**config.mk**
```make
export PLATFORM = sky130hd
export DESIGN_NAME = xc_malu_div_seq
export DESIGN_NICKNAME = d
export VERILOG_FILES = /design/src/rtl/xc_malu_div_seq_pkg.sv /design/src/rtl/xc_malu_div_seq_divrem.sv /design/src/rtl/xc_malu_div_seq.sv
export SDC_FILE = /design/constraint.sdc
export NUM_CORES = 1
export LEC_CHECK = 0
export BUFFER_PORTS_ARGS = -buffer_cell sky130_fd_sc_hd__buf_4
export CELL_PAD_IN_SITES_DETAIL_PLACEMENT = 1
export CELL_PAD_IN_SITES_GLOBAL_PLACEMENT = 1
export CORE_MARGIN = 5
export CORE_UTILIZATION = 44
export DETAILED_ROUTE_END_ITERATION = 12
export PLACE_DENSITY_LB_ADDON = 0.12
export SKIP_LAST_GASP = 1
export SLEW_MARGIN = 20
export SYNTH_ARGS = -nofsm -noshare
export SYNTH_HDL_FRONTEND = slang
export SYNTH_SLANG_ARGS = --single-unit
export TNS_END_PERCENT = 20
```
**constraint.sdc**
```tcl
create_clock -name clock -period 3.59 [get_ports clock]
set_input_delay 0.718 -clock clock [delete_from_list [all_inputs] [get_ports clock]]
set_output_delay 0.718 -clock clock [all_outputs]
set_load 0.01 [all_outputs]
```
**src/rtl/xc_malu_div_seq_pkg.sv**
```systemverilog
// Shared malu divider definitions: FSM encodings, step count, op indices.
// Used by the sequencer and the step unit.
package xc_malu_div_seq_pkg;

    localparam int DIV_STEPS = 32;
    localparam int CNT_W     = 6;

    localparam int OP_DIV  = 0;
    localparam int OP_DIVU = 1;
    localparam int OP_REM  = 2;
    localparam int OP_REMU = 3;

    typedef enum logic [1:0] {
        ST_IDLE = 2'd0,
        ST_RUN  = 2'd1,
        ST_DONE = 2'd2
    } div_state_t;

    typedef struct packed {
        logic op_signed;
        logic want_rem;
    } div_op_t;

    // Priority div > divu > rem > remu.
    function automatic div_op_t decode_op(input logic [3:0] op);
        div_op_t d;
        d = '0;
        if (op[OP_DIV]) begin
            d.op_signed = 1'b1;
        end else if (op[OP_DIVU]) begin
            d.op_signed = 1'b0;
        end else if (op[OP_REM]) begin
            d.op_signed = 1'b1;
            d.want_rem  = 1'b1;
        end else if (op[OP_REMU]) begin
            d.want_rem  = 1'b1;
        end
        return d;
    endfunction

endpackage

```
**src/rtl/xc_malu_div_seq_divrem.sv**
```systemverilog
// xc_malu_divrem: one restoring-division step on operand magnitudes.
// acc = |divisor|, arg_0 = partial remainder, arg_1 = dividend/quotient.
module xc_malu_divrem
    import xc_malu_div_seq_pkg::*;
(
    input  logic             flush,
    input  logic             valid,
    input  logic             start,
    input  logic             op_signed,
    input  logic [31:0]      rs1,
    input  logic [31:0]      rs2,
    input  logic [CNT_W-1:0] count,
    input  logic [31:0]      acc,
    input  logic [31:0]      arg_0,
    input  logic [31:0]      arg_1,
    output logic [31:0]      n_acc,
    output logic [31:0]      n_arg_0,
    output logic [31:0]      n_arg_1,
    output logic             ready
);

    logic [31:0] abs_1;
    logic [31:0] abs_2;
    logic [33:0] trial;
    logic        fits;
    logic        go;

    // Start values on the first cycle, one shift/subtract step after.
    always_comb begin
        go      = valid & ~flush;
        abs_1   = (op_signed & rs1[31]) ? (32'd0 - rs1) : rs1;
        abs_2   = (op_signed & rs2[31]) ? (32'd0 - rs2) : rs2;
        trial   = {1'b0, arg_0, arg_1[31]} - {2'b00, acc};
        fits    = ~trial[33];
        n_acc   = acc;
        n_arg_0 = arg_0;
        n_arg_1 = arg_1;
        if (go && start) begin
            n_acc   = abs_2;
            n_arg_0 = 32'd0;
            n_arg_1 = abs_1;
        end else if (go) begin
            n_arg_0 = fits ? trial[31:0] : {arg_0[30:0], arg_1[31]};
            n_arg_1 = {arg_1[30:0], fits};
        end
        ready = go & ~start & (count == CNT_W'(DIV_STEPS));
    end

endmodule

```
**src/rtl/xc_malu_div_seq.sv**
```systemverilog
// Divide sequencer: runs xc_malu_divrem for 32 steps, then sign-fixes.
// Optional XC_MALU_DIV_ZERO_FAST_EN: divide-by-zero completes in 1 cycle.
module xc_malu_div_seq
    import xc_malu_div_seq_pkg::*;
#(
    parameter int XLEN = 32
) (
    input  logic            clock,
    input  logic            resetn,
    input  logic            flush,
    input  logic            valid,
    input  logic            op_div,
    input  logic            op_divu,
    input  logic            op_rem,
    input  logic            op_remu,
    input  logic [XLEN-1:0] rs1,
    input  logic [XLEN-1:0] rs2,
    output logic            busy,
    output logic            ready,
    output logic [XLEN-1:0] result
);

    div_state_t       state;
    div_state_t       state_n;
    div_op_t          dec;
    logic [CNT_W-1:0] count;
    logic [31:0]      acc;
    logic [31:0]      arg_0;
    logic [31:0]      arg_1;
    logic [31:0]      n_acc;
    logic [31:0]      n_arg_0;
    logic [31:0]      n_arg_1;
    logic             step_valid;
    logic             step_ready;
    logic             want_rem;
    logic             neg_q;
    logic             neg_r;
    logic             rs2_zero;
    logic             accept;
    logic             fast_zero;
    logic [31:0]      fin;

    assign dec      = decode_op({op_remu, op_rem, op_divu, op_div});
    assign rs2_zero = (rs2 == '0);
    assign accept   = (state == ST_IDLE) & valid;

`ifdef XC_MALU_DIV_ZERO_FAST_EN
    assign fast_zero = rs2_zero;
`else
    assign fast_zero = 1'b0;
`endif

    xc_malu_divrem u_divrem (
        .flush     (flush),
        .valid     (step_valid),
        .start     (state == ST_IDLE),
        .op_signed (dec.op_signed),
        .rs1       (rs1),
        .rs2       (rs2),
        .count     (count),
        .acc       (acc),
        .arg_0     (arg_0),
        .arg_1     (arg_1),
        .n_acc     (n_acc),
        .n_arg_0   (n_arg_0),
        .n_arg_1   (n_arg_1),
        .ready     (step_ready)
    );

    // Sign correction of the captured quotient/remainder.
    always_comb begin
        fin = want_rem ? (neg_r ? (32'd0 - arg_0) : arg_0)
                       : (neg_q ? (32'd0 - arg_1) : arg_1);
    end

    // State register; flush acts like reset.
    always_ff @(posedge clock) begin
        if (!resetn || flush) state <= ST_IDLE;
        else                  state <= state_n;
    end

    // Next-state logic.
    always_comb begin
        state_n = state;
        unique case (state)
            ST_IDLE: if (valid) state_n = fast_zero ? ST_DONE : ST_RUN;
            ST_RUN:  if (step_ready) state_n = ST_DONE;
            ST_DONE: state_n = ST_IDLE;
            default: state_n = ST_IDLE;
        endcase
    end

    // Outputs and step-unit enable decoded from state.
    always_comb begin
        busy       = (state == ST_RUN) | (state == ST_DONE);
        ready      = (state == ST_DONE);
        step_valid = (accept & ~fast_zero) | (state == ST_RUN);
    end

    // Datapath registers: operand load, step writeback, result capture.
    always_ff @(posedge clock) begin
        if (!resetn || flush) begin
            count    <= '0;
            acc      <= '0;
            arg_0    <= '0;
            arg_1    <= '0;
            want_rem <= 1'b0;
            neg_q    <= 1'b0;
            neg_r    <= 1'b0;
            result   <= '0;
        end else if (accept) begin
            count    <= '0;
            acc      <= n_acc;
            arg_0    <= n_arg_0;
            arg_1    <= n_arg_1;
            want_rem <= dec.want_rem;
            neg_q    <= dec.op_signed & (rs1[31] ^ rs2[31]) & ~rs2_zero;
            neg_r    <= dec.op_signed & rs1[31];
            if (fast_zero) result <= dec.want_rem ? rs1 : '1;
        end else if (state == ST_RUN) begin
            if (step_ready) begin
                result <= fin;
            end else begin
                acc   <= n_acc;
                arg_0 <= n_arg_0;
                arg_1 <= n_arg_1;
                count <= count + 1'b1;
            end
        end
    end

endmodule

```
==> metrics.yaml, run 1 <==
period_share_pct: 93.04
relSlewSlack_pct: 29.89
htree_levels: 4
status: "finished, final reports clean"
cp-start-kind: "flip-flop"
ys_warn_count: 0
synth_edf_count: 0
syn-num-nets: 1429
coreArea_um2: 22430
synth-seq-cells: 139
synth_ff_type: "dfxtp_1"
drt-initial-drc-count: 703
clkPwrFrac_pct: 43.9
worstMarginPinSlew_ps: 1050
slowest_stage: "a221oi_1"
via_count: 9919
root_buffer: "clkbuf_16"
synthToLayoutAreaGrowth_pct: 18.50
p_per_area_nw_per_um2: 388.1
p_int_uw: 3210
hpwl_um: 25150
insertion_delay_ps: 430
arrival_ps: 3640
num-fill-cells: 2777
criticalPathCategory: "reg -> reg"
path_common_cell: "o21ai_0"
setup-violations-final: 0
rows: 55
start_util_pct: 44.17
pwr-share-seq_pct: 35.5
holdWs_ps: 454.4
maxSlewViolCount: 0
finClkSkew_ps: 20.69
ir_worst_vdd_v: 0.0002603
antenna_left: 0
async_flop_share_pct: 0
cellLeakagePower_uw: 0.004628
synthesis.area_um2: 9908
gp_congestion: 0.9276
rsz0062_at_grt: "yes"
cp_max_fo: 3
critPathCaptureType: "flip-flop"
netlist_instances: 1314
maxCapViolCount: 0
cp_num_buf_inv: 1
die-area_um2: 25620
synth_cell_types: 65
wl_um: 33250
num-nets-final: 1516
clk_pin_slew_ps: 60
hold_viol_final: 0
synth_area_leaders: "dfxtp_1 28%, xor2_1 7.0%, nand2_1 5.9%, xnor2_1 5.8%, a21oi_1 5.5%"
crit_path_max_incr_delay_ps: 440
cts_tree: "done"
cp_cell_sequence: "inv_1 -> ha_1 -> fa_1 -> nand2b_1 -> a21oi_1 -> o21ai_0 -> a221oi_1 -> a31oi_1 -> o211a_1 -> o2111ai_1 -> xnor2_1 -> o21ai_0"
ctsResizeCount: 0
max_freq_mhz: 299.4
track_usage_pct: 25.72
cts.path.max_buffers: 2
cts_inserted_buffers: 17
power.total_uw: 4557
ys_seq_area_share_pct: 28.08
die_y_um: 160.1
viasPerCell: 5.838
cp_top_family: "compound AO/OA/AOI/OAI gates"
post_cts.repair.setup_buffers: 0
drc_errors: 0
port-buffer-count: 105
grt_pass1_vias: 9926
antenna_found_initial: 0
grt_max_degree: 89
min_period_ps: 3340
fin_tns_setup_ps: 0
hold_path_class: "reg -> reg"
die_w_um: 160.1
drive_above_1_share_pct: 14.21
cts.hold.buffers_added: 0
p_sw_uw: 1347
clock_sinks: 139
switching_share_pct: 29.55
grt_pass1_wl_um: 53710
overflow: 0
first_pass_iters: 4
pwr-share-comb_pct: 20.6
antenna_cells: 0
critPathRequiredTime_ps: 3890
synth_top_area_cell: "dfxtp_1"
ioPinCount: 106
detail_route.wl_per_cell_um: 19.57
synth.avg_cell_area_um2: 7.541
synth_top_area_share_pct: 28.08
==> synth_stat cells (5+ instances only) <==
cell type / instances
a211oi_1: 37
a21o_1: 16
a21oi_1: 109
a221oi_1: 6
a31oi_1: 7
a32oi_1: 8
and2_1: 5
buf_1: 6
clkbuf_1: 69
dfxtp_1: 139
ha_1: 42
inv_1: 57
mux2i_1: 26
nand2_1: 156
nand2b_1: 12
nand3_1: 28
nand4_1: 8
nor2_1: 127
nor3_1: 26
nor4_1: 11
o211ai_1: 20
o21ai_0: 97
o221ai_1: 10
o22ai_1: 11
o31ai_1: 36
o41ai_1: 15
or3_1: 15
or4_1: 12
or4_4: 5
xnor2_1: 66
xor2_1: 79
==> path summary, 6_finish.rpt <==
path	from	to	slack, ps	depth (start not counted)
worst min-delay path	result[8]	result[8]	450	2
worst min register to register	result[8]	result[8]	450	2
worst max-delay path	arg_1[31]	arg_0[30]	250	12
worst max register to register	arg_1[31]	arg_0[30]	250	12
==> layout make-up <==
cell class                 count  area, um2  share of cell area (%)
clock buffer                  19      442.9                   3.772
clock inverter                13      214.0                   1.822
inverter                      57      214.0                   1.822
multi-input combinational   1040       6631                   56.48
sequential                   139       2786                   23.73
tap                          285      356.6                   3.037
timing repair buffer         146       1096                   9.335
==> state kept, by name, indices dropped and copies added (netlist names) <==
name / count
acc: 32
arg_0: 32
arg_1: 32
count: 6
neg_q: 1
neg_r: 1
result: 32
state: 2
want_rem: 1
==> stage by stage <==
stage | instances | setup WS [ps] | util [%] | area (um2)
global route | 1699 | -4.754 | 52.34 | 11740
CTS | 1699 | 260.8 | 52.33 | 11740
finish | 1699 | 249.8 | 52.34 | 11740
floorplan | 1314 | 275.4 | - | 9908
detailed placement | 1667 | 2.212 | 49.40 | 11080
global placement | 1667 | 79.34 | 49.40 | 11080
==> cell families (layout without fill, tap and decap cells) <==
kind of cell / after synthesis / in the layout / synth area share (%)
adders and majority gates: 43 / 43 / 5.506
and+or+nand+nor: 433 / 433 / 20.46
AOI/OAI and AO/OA: 393 / 393 / 25.36
DFF: 139 / 139 / 28.08
xor gates and xnor gates: 145 / 145 / 12.82
muxes: 26 / 26 / 2.627
buffers and inverters: 135 / 235 / 5.152
==> worst min-delay path, stage by stage, from the launching register on <==
cell	delay (ps)
dfxtp_1	310
nand2_1	50
a21oi_1	50
==> routing by layer <==
metal  part of all wire, %  up-vias  track usage [%]
met5                     0        -                0
met2                    44      206            40.13
met4                   1.6        0            6.218
met1                    49     4784            36.30
met3                   4.7       34            5.574
li1                      -     4895                -
==> power groups by stage <==
stage | registers (uW) | logic (uW) | clock network (uW)
2_1_floorplan | 1630 | 639 | 0
3_3_place_gp | 1650 | 904 | 0
3_5_place_dp | 1650 | 925 | 0
4_1_cts | 1620 | 934 | 2010
5_1_grt | 1620 | 1030 | 2100
6_report | 1620 | 939 | 2000
==> layout by cell type (no fill, tap or decap), types with 17 or more instances in the layout <==
cell type    n
nand2_1    156
buf_4      146
dfxtp_1    138
nor2_1     126
a21oi_1    109
o21ai_0     96
xor2_1      79
xnor2_1     66
inv_1       57
ha_1        42
a211oi_1    37
o31ai_1     36
nand3_1     28
mux2i_1     26
nor3_1      25
o211ai_1    20
clkbuf_16   17
(Power assumes the default switching activity.)
==> run 2, diff against run 1 <==
--- a/config.mk
+++ b/config.mk
@@ -16,5 +16,6 @@
 export SLEW_MARGIN = 20
 export SYNTH_ARGS = -nofsm -noshare
 export SYNTH_HDL_FRONTEND = slang
+export SYNTH_HIERARCHICAL = 1
 export SYNTH_SLANG_ARGS = --single-unit
 export TNS_END_PERCENT = 20
==> metrics.yaml, run 2 <==
status: "finished, final reports clean"
cts_inserted_buffers: 17
synth.most_common_cell: "nand2_1"
maxCapViolCount: 0
synth_edf_count: 0
num-nets-final: 1855
multi_input_area_um2: 8094
htree_levels: 4
die_y_um: 171.3
min_period_ps: 3424
cts.hold.buffers_added: 0
wl_um: 40640
syn-num-nets: 1766
antenna_found_initial: 0
start_util_pct: 44.32
antenna_left: 0
cp_max_fo: 26
die_w_um: 171.3
finClkSkew_ps: 18.27
via_count: 12350
detail_route.wl_per_cell_um: 19.45
synth_common_cells: "384 x nand2_1, 177 x a21oi_1, 169 x o21ai_0, 139 x dfxtp_1, 81 x clkbuf_1"
critPathRequiredTime_ps: 3870
synthesis.area_um2: 11450
mostFrequentLayoutCell: "nand2_1"
track_usage_pct: 26.99
cp-start-kind: "flip-flop"
hold_viol_final: 0
maxSlewViolCount: 0
relSlewSlack_pct: 38.90
crit_path_max_incr_delay_ps: 610
die-area_um2: 29350
cp_cell_sequence: "inv_1 -> ha_1 -> a21oi_1 -> o21ai_0 -> nor2_1 -> a21oi_2 -> a211oi_2 -> a211oi_4 -> buf_12 -> mux2i_1 -> o21ai_0 -> nand2_1 -> a21oi_1"
async_flop_share_pct: 0
synth_top_area_cell: "dfxtp_1"
place_area_um2: 12830
grt_pass1_wl_um: 64450
ioPinCount: 106
clock_sinks: 139
power.total_uw: 4436
gp_congestion: 0.8732
clk_pin_slew_ps: 80
grt_pass1_vias: 12240
fin_tns_setup_ps: 0
cts.path.max_buffers: 2
synth_cell_types: 74
rows: 59
netlist_instances: 1652
insertion_delay_ps: 440
synthToLayoutAreaGrowth_pct: 17.03
slowest_stage: "a211oi_4"
worstMarginPinSlew_ps: 910.3
first_pass_iters: 6
criticalPathCategory: "reg -> reg"
num-fill-cells: 3358
synth-seq-cells: 139
drive_above_1_share_pct: 13.45
layout_common_cells: "383 x nand2_1, 176 x a21oi_1, 168 x o21ai_0"
cellLeakagePower_uw: 0.005140
hpwl_um: 30580
p_per_area_nw_per_um2: 331.0
coreArea_um2: 25840
root_buffer: "clkbuf_16"
ys_seq_area_share_pct: 24.30
drc_errors: 0
setup_ws_ps: 166.1
overflow: 0
rsz0062_at_grt: "yes"
hold_path_class: "reg -> reg"
max_freq_mhz: 292.1
r2r_slack_ps: 170
critPathCaptureType: "flip-flop"
synth_ff_type: "dfxtp_1"
ir_worst_vdd_v: 0.0002186
drt-initial-drc-count: 727
antenna_cells: 0
setup-violations-final: 0
viasPerCell: 5.910
port-buffer-count: 105
final_cell_area_um2: 13400
ys_warn_count: 6
synth_area_leaders: "dfxtp_1 24%, nand2_1 13%, a21oi_1 7.7%, o21ai_0 7.4%, xnor2_1 6.0%"
seqCellArea_um2: 2783
synth.avg_cell_area_um2: 6.932
synth_top_area_share_pct: 24.30
period_share_pct: 95.37
arrival_ps: 3710
cts_tree: "done"
pre_cts_slack_ps: 122.0
grt_max_degree: 97
## run 2: cell count changes after synthesis, sizes merged, moves of 16 or more
cell    change
nand2     +228
o21ai      +77
a21oi      +69
nor2       -63
a211oi     -30
xor2       -25
o31ai      -19
nor4       +17
mux2i      +16
## run 2: what timing repair did
action                     4_1_cts  5_1_grt
setup endpoints to repair        0        5
buffers inserted                 0        0
resized for setup                0        3
## run 2: layout make-up
cell class                      count  area share, %
Clock buffer                       17          3.174
Clock inverter                     15         0.9523
Inverter                           57          1.596
Multi-Input combinational cell   1356          60.40
Sequential cell                   139          20.76
Tap cell                          335          3.128
Timing Repair Buffer              170          9.990
## run 2: stage by stage
stage               instances  hold WS, ps  utilization [%]
detailed placement       2057        453.0            49.68
global placement         2057        440.1            49.68
floorplan                1652        445.1                -
finish                   2089        458.4            51.87
CTS                      2089        462.9            51.82
global route             2089        479.6            51.87
## run 2: routing by layer
layer / up-vias / track usage, % / part of all wire [%] / wire (um)
met2: 292 / 46.43 / 48 / 19490
met1: 5948 / 34.94 / 45 / 18120
met3: 73 / 2.804 / 4.0 / 1613
li1: 6033 / - / - / -
met5: - / 0 / 0 / 0
met4: 0 / 10.30 / 3.5 / 1411
## run 2: worst max-delay path, delay by kind of cell (launching register included)
kind	cells	cell delay [ps]
and+or+nand+nor	2	230
buffers and inverters	2	370
AOI/OAI and AO/OA	7	1680
DFF	1	370
muxes	1	240
adders and majority gates	1	360
## run 2: final timing paths
path / start / to / depth (start not counted)
setup / recovery: acc[6] / arg_0[19] / 13
hold reg to reg: result[11] / result[11] / 2
setup reg to reg: acc[6] / arg_0[19] / 13
hold / removal: result[11] / result[11] / 2
## run 2: logic make-up after synthesis
| logic type | share of synthesized area (%) |
|---|---|
| compound gates | 26.10 |
| xor+xnor | 10.17 |
| fa+ha+maj | 4.655 |
| buf+inv | 5.376 |
| flops | 24.30 |
| mux | 3.770 |
| simple gates | 25.62 |
## run 2: where the power goes
part           leakage, uW  switching (uW)  internal (uW)
Sequential         0.00112            24.1           1560
Combinational      0.00376             674            458
Clock             0.000262             814            908
